--- src/rtl/reg_writeback.sv ---
// rtl/reg_writeback.sv - register-file writeback arbiter for ALU results and in-order load returns
//
// Purpose: merges ALU results and returned load data into a single registered
// register-file write port. Loads are tracked in a 2-entry in-order pending
// FIFO; an ALU write to a register with a pending load marks that load dead so
// the newer ALU value is never overwritten.
//
// Ports:
//   clk, rst            clock; asynchronous active-high reset
//   alu_valid/rd/value  ALU write request (rd 0 = no write)
//   load_issue/rd       allocate a pending load entry
//   load_issue_ready    a pending entry is free
//   load_ret_valid/value returned load data, in issue order
//   write_register/value registered register-file write (register 0 = idle)
//   busy_mask           registers with a live pending load
//   err_ret_unexpected  sticky: a return arrived with no entry awaiting data
module reg_writeback (
  input  logic        clk,
  input  logic        rst,
  input  logic        alu_valid,
  input  logic [3:0]  alu_rd,
  input  logic [31:0] alu_value,
  input  logic        load_issue,
  input  logic [3:0]  load_rd,
  output logic        load_issue_ready,
  input  logic        load_ret_valid,
  input  logic [31:0] load_ret_value,
  output logic [4:0]  write_register,
  output logic [31:0] write_value,
  output logic [15:0] busy_mask,
  output logic        err_ret_unexpected
);

  // Entry 0 is always the head; the FIFO shifts down on pop.
  logic [1:0]       count;
  logic [1:0][3:0]  ent_rd;
  logic [1:0]       ent_has;
  logic [1:0][31:0] ent_data;
  logic [1:0]       ent_kill;

  logic [1:0]       n_count;
  logic [1:0][3:0]  n_rd, m_rd;
  logic [1:0]       n_has, m_has;
  logic [1:0][31:0] n_data, m_data;
  logic [1:0]       n_kill, m_kill;

  logic [1:0] valid;
  logic       alu_wr, head_ready, head_dead, load_wr, pop, issue, ret_hit, ret_miss, slot;

  assign load_issue_ready = (count != 2'd2);

  always_comb begin
    busy_mask = 16'h0000;
    for (int i = 0; i < 2; i++) begin
      if (valid[i] && !ent_kill[i] && (ent_rd[i] != 4'd0)) busy_mask[ent_rd[i]] = 1'b1;
    end
  end

  always_comb begin
    valid[0]   = (count != 2'd0);
    valid[1]   = (count == 2'd2);
    alu_wr     = alu_valid && (alu_rd != 4'd0);
    head_ready = valid[0] && ent_has[0];
    head_dead  = ent_kill[0] || (ent_rd[0] == 4'd0);
    // ALU owns the write port; a dead head can still retire under it.
    load_wr    = head_ready && !alu_wr && !head_dead;
    pop        = head_ready && (!alu_wr || head_dead);
    issue      = load_issue && (count != 2'd2);

    m_rd   = ent_rd;
    m_has  = ent_has;
    m_data = ent_data;
    m_kill = ent_kill;

    // Kill only entries that already exist; a same-cycle issue stays live.
    for (int i = 0; i < 2; i++) begin
      if (valid[i] && alu_wr && (ent_rd[i] == alu_rd)) m_kill[i] = 1'b1;
    end

    ret_hit = 1'b0;
    if (load_ret_valid) begin
      if (valid[0] && !ent_has[0]) begin
        m_has[0]  = 1'b1;
        m_data[0] = load_ret_value;
        ret_hit   = 1'b1;
      end else if (valid[1] && !ent_has[1]) begin
        m_has[1]  = 1'b1;
        m_data[1] = load_ret_value;
        ret_hit   = 1'b1;
      end
    end
    ret_miss = load_ret_valid && !ret_hit;

    if (pop) begin
      n_rd   = {4'd0, m_rd[1]};
      n_has  = {1'b0, m_has[1]};
      n_data = {32'd0, m_data[1]};
      n_kill = {1'b0, m_kill[1]};
    end else begin
      n_rd   = m_rd;
      n_has  = m_has;
      n_data = m_data;
      n_kill = m_kill;
    end

    // Issue only happens with count < 2, so the free slot is 0 or 1.
    slot = count[0] && !pop;
    if (issue) begin
      n_rd[slot]   = load_rd;
      n_has[slot]  = 1'b0;
      n_data[slot] = 32'd0;
      n_kill[slot] = 1'b0;
    end

    n_count = count - {1'b0, pop} + {1'b0, issue};
  end

  always_ff @(posedge clk or posedge rst) begin
    if (rst) begin
      count              <= 2'd0;
      ent_rd             <= '0;
      ent_has            <= '0;
      ent_data           <= '0;
      ent_kill           <= '0;
      write_register     <= 5'd0;
      write_value        <= 32'd0;
      err_ret_unexpected <= 1'b0;
    end else begin
      count    <= n_count;
      ent_rd   <= n_rd;
      ent_has  <= n_has;
      ent_data <= n_data;
      ent_kill <= n_kill;
      if (alu_wr) begin
        write_register <= {1'b0, alu_rd};
        write_value    <= alu_value;
      end else if (load_wr) begin
        write_register <= {1'b0, ent_rd[0]};
        write_value    <= ent_data[0];
      end else begin
        write_register <= 5'd0;
      end
      if (ret_miss) err_ret_unexpected <= 1'b1;
    end
  end

endmodule

--- config.mk ---
export PLATFORM = sky130hd
export DESIGN_NAME = reg_writeback
export DESIGN_NICKNAME = d
export VERILOG_FILES = /design/src/rtl/reg_writeback.sv
export SDC_FILE = /design/constraint.sdc
export NUM_CORES = 1
export LEC_CHECK = 0
export ABC_AREA = 1
export CAP_MARGIN = 10
export CORE_MARGIN = 4
export CORE_UTILIZATION = 55
export DETAILED_ROUTE_END_ITERATION = 6
export PLACE_DENSITY = 0.92
export SLEW_MARGIN = 20
export SYNTH_ARGS = -nofsm -noshare
export SYNTH_HDL_FRONTEND = slang
export SYNTH_SLANG_ARGS = --single-unit
export TNS_END_PERCENT = 50
--- constraint.sdc ---
create_clock -name clk -period 8 [get_ports clk]
set_input_delay 1.6 -clock clk [delete_from_list [all_inputs] [get_ports clk]]
set_output_delay 1.6 -clock clk [all_outputs]
set_load 0.03 [all_outputs]
After elaboration in Yosys (flattened, before gate mapping) --
Cells that the tools add are included. Widths: inputs -> output; s select.
Storage, ports and cells: flip-flop bits (word level) 116, latch bits 0, memory bits (writable) 0, ROM bits 0, bits of input ports 77, output and inout bits 55, logic and storage cells 103, memories kept 0
Operators by class: add/subtract/negate cells 2, multipliers 0, divide/modulo/power cells 0, $lt $le $gt $ge 6, equal/unequal tests 4, shift-type cells 0, mux-type cells 38, bitwise logic cells 6, reductions and logical operators 37
Operators with widths (count):
- $mux 32 | 6
- $mux 64 | 3
- $and 64x64->64 | 1
- $not 64->64 | 1
- $demux 32 s1 | 1
- $mux 16 | 2
- $logic_and 1x1->1 | 21
- $mux 8 | 2
- $or 16x16->16 | 1
- $mux 4 | 3
- $reduce_bool 4->1 | 3
- $mux 1 | 11
- $lt 4x5->1 const B | 2
- $mux 2 | 5
- $bwmux 8 | 1
- $demux 1 s4 | 2
- $eq 4x4->1 | 2
- $ge 4x1->1 const B | 2
- $logic_not 1->1 | 8
- $and 2x2->2 | 2
- $demux 4 s1 | 1
- $logic_not 4->1 | 1
- $reduce_bool 2->1 | 2
- $add 2x1->2 | 1
- 8 further kinds | 9

Longest topological paths before layout --
word-level depth 14, mapped depth 12, depth with buffers taken out 10

Worst setup path before layout --
No wires, ideal clock.
kind reg2out, start point register count[0], end point output busy_mask[10], arrival 1939 ps, required time 6400 ps, slack 4461 ps, cell stages (with the launch flop) 8, path buffers 0, path through dfrtp_1 inv_2 nand2_2 inv_1 nand2_1 a31oi_1 nand3_1 o21ai_0
Between the ends: cells in the longest elaborated chain, start to end 6, elaborated cells between the ends (all ways) 9, those cells by class eq/ne: 1; mux: 2; bitwise: 1; reduce/logical: 5
Ends and longest elaborated chain:
- start, declared | line 35 | logic [1:0] count;
- start signal, assigned | line 129 | count <= n_count;
- $reduce_bool 2->1 | line 60 | valid[0] = (count != 2'd0);
- $logic_and 1x1->1 (2 in series) | line 55 | if (valid[i] && !ent_kill[i] && (ent_rd[i] != 4'd0)) busy_mask[ent_rd[i]] = 1'b1;
- $mux 16 | line 55
- $or 16x16->16 (no source line)
- $mux 16 * | line 55
- end, declared | line 30 | output logic [15:0] busy_mask,
Every way passes the cells marked *; elsewhere a longest branch is shown, timed or not.

Final worst setup path --
start point register count[0], end point output busy_mask[1]
The elaborated chain is that of the path after synthesis.

==> reports/qor.csv <==
metric,value,unit
"Core Util, Final",0.707,
CTS tree,done,
Worst Path Max Fanout,5,
Setup-failing EPs final,0,
drt first pass iters,7,
Fin Setup TNS,0,ns
P_leak,0.00450,uW
Max Slew Vio Count,0,
Post-CTS Setup Bufs,0,
initial antenna violation count,0,
Die H,121,um
cts hold-fix bufs,0,
post-detail-place hpwl,11400,um
# resized after CTS,0,
Synth cell types,33,
metal2 WL,9730,um
WL met1,7420,um
post-synth top area share,0.409,
dominant synthesized flop cell,dfrtp_1,
area of the core,12600,sq um
"Reg clk slew, reported paths",0.06,ns
NumNets Final,1138,
fin crit share,0.550,
Rows,41,
total die area,14700,sq um
Initial Util,0.560,
Max clock buf depth,2,
total CTS buffers,17,
run status,finished with violations,
Max Clock Skew,0.00891,ns
"commonest non-fill, non-tap cell in the layout",nand2_1,
achievable frequency,227,MHz
Worst Tran Pin Value,0.947,ns
"Seq/Total Area, Yosys",0.409,
placed cell count,1212,
number of diodes,0,
Iteration-0 DRC Markers,621,
Final Hold Fails,0,
Cells after Synth,956,
GRT Total Usage,0.269,
Final min period,4.40,ns
number of synthesized flops with an enable pin,0,
DRC,4,
Routed Antenna Nets,0,
Worst setup SP type,flip-flop,
WP data required,6.40,ns
Placer Congestion,0.916,
vias per cell,5.42,
DR WL met3,1440,um
"FF+latch count, synth",115,
Root Buffer,clkbuf_16,
Final Total Pwr,3640,uW
most frequent cells in the layout,"nand2_1 (223), nor2_1 (185), clkdlybuf4s50_1 (128)",
RSZ-0062 raised after global routing,no,
top layer reached by signal wires,met4,
Port Buffer Count,129,
vias,6742,
Maximum Capacitance Violations,0,
# IOs,132,
clk sinks,115,
share of cells above drive strength 1,0.132,
kind of critical path,flip-flop to output pin,
largest net degree at the start of global routing,72,
Async SR Flop Fraction,1.00,
synthesis warning total,0,
synth top area cells,"dfrtp_1 (41%), nand2_1 (12%), nor2_1 (9.9%), inv_1 (6.5%), nor3_2 (4.3%)",
htree depth,4,
Power Density,410,nW/um^2
violated checks,DRC,
vias in the first global route,6887,
Routed Wire Length,19200,um
Mapped Area,7040,sq um
synth-to-layout area growth,26.2,%
final setup margin,3.60,ns
GR Overflow Total,0,
Worst Hold Class,flip-flop to flip-flop,
clk_lat worst skew,0.42,ns
first-pass GRT wire length,31700,um
Slew HR,0.367,
Peak VDD IR,0.246,mV
CP endpoint kind,output pin,
Avg Synthesized Cell Area,7.36,sq um
"Cell Count, Final, Fillers Out",1244,
Crit path arrival time,2.80,ns
Routed WL per cell,15.4,um
Setup WS pre-CTS,3.47,ns
Yosys top cell by area,dfrtp_1,
Die Wd,121,um
## layout make-up
class	instances	area, sq um
Fill cell	894	3690
Multi-Input combinational cell	669	3360
Clock buffer	22	474
Inverter	123	464
Clock inverter	10	178
Sequential cell	115	2880
Timing Repair Buffer	133	1320
Tap cell	172	215
## power by group
group | switching [uW] | internal, uW | total (uW)
Clock | 267 | 575 | 841
Combinational | 1220 | 608 | 1830
Sequential | 145 | 822 | 967
## critical path, stage by stage, from the launching register on
cell and delay (ns):
dfrtp_1 0.45, inv_2 0.13, nand2_2 0.13, inv_1 0.11, nand2_1 0.08, a31oi_1 0.26, nand3_1 0.20, o21ai_0 0.28
clkdlybuf4s50_1 0.73
## flip-flops by register name (all words and copies together) (netlist names)
signal and cells:
count 2, ent_data 64, write_value 32, write_register 4, ent_rd 8, err_ret_unexpected 1, ent_has 2, ent_kill 2
## cells in the mapped netlist, types with 2 or more instances
| library cell | n |
|---|---|
| nand2_1 | 223 |
| nor2_1 | 185 |
| inv_1 | 121 |
| dfrtp_1 | 115 |
| nand3_1 | 49 |
| o21ai_0 | 44 |
| nand2_2 | 36 |
| nand4_1 | 32 |
| nor3_2 | 30 |
| buf_2 | 26 |
| nor2_4 | 22 |
| clkbuf_1 | 9 |
| o21ai_1 | 9 |
| buf_4 | 7 |
| nand2_4 | 6 |
| nor3_1 | 5 |
| buf_12 | 4 |
| nor2_2 | 4 |
| a21oi_1 | 3 |
| o22ai_1 | 3 |
| xnor2_1 | 3 |
| xor2_1 | 3 |
| buf_6 | 2 |
| buf_8 | 2 |
| ha_1 | 2 |
| inv_2 | 2 |
| nand3_2 | 2 |
| nor2_8 | 2 |
## through the flow
| stage | area [sq um] | hold slack, ns |
|---|---|---|
| 2_1_floorplan | 7040 | 0.492 |
| 3_3_place_gp | 8230 | 0.469 |
| 3_5_place_dp | 8230 | 0.469 |
| 4_1_cts | 8880 | 0.497 |
| 5_1_grt | 8880 | 0.517 |
| 6_report | 8880 | 0.495 |
## logic make-up (layout without fill, tap and decap cells)
group,after synthesis,in the layout,share of synthesized area
AND/OR/NAND/NOR,596,596,0.416
other,1,2,0.000533
flip-flops,115,115,0.409
adder cells (fa/ha/maj),2,2,0.00356
AO/OA/AOI/OAI,63,63,0.0482
XOR/XNOR,6,6,0.00747
buffers and inverters,173,288,0.115
## routing by layer
metal / vias to the layer above / track usage
li1: 3164 / -
met1: 3170 / 0.316
met2: 334 / 0.464
met3: 74 / 0.0643
met4: 0 / 0.124
met5: - / 0
## path summary, 6_finish.rpt
kind,start,end,cells past startpoint,slack [ns]
max reg2reg,count[0],ent_data[24],9,5.09
min in group asynchronous,rst,ent_data[11],2,1.59
max,count[0],busy_mask[1],8,3.60
min reg2reg,err_ret_unexpected,err_ret_unexpected,1,0.49
min,err_ret_unexpected,err_ret_unexpected,1,0.49
max in group asynchronous,rst,write_value[27],3,5.10
(Power assumes the default switching activity.)
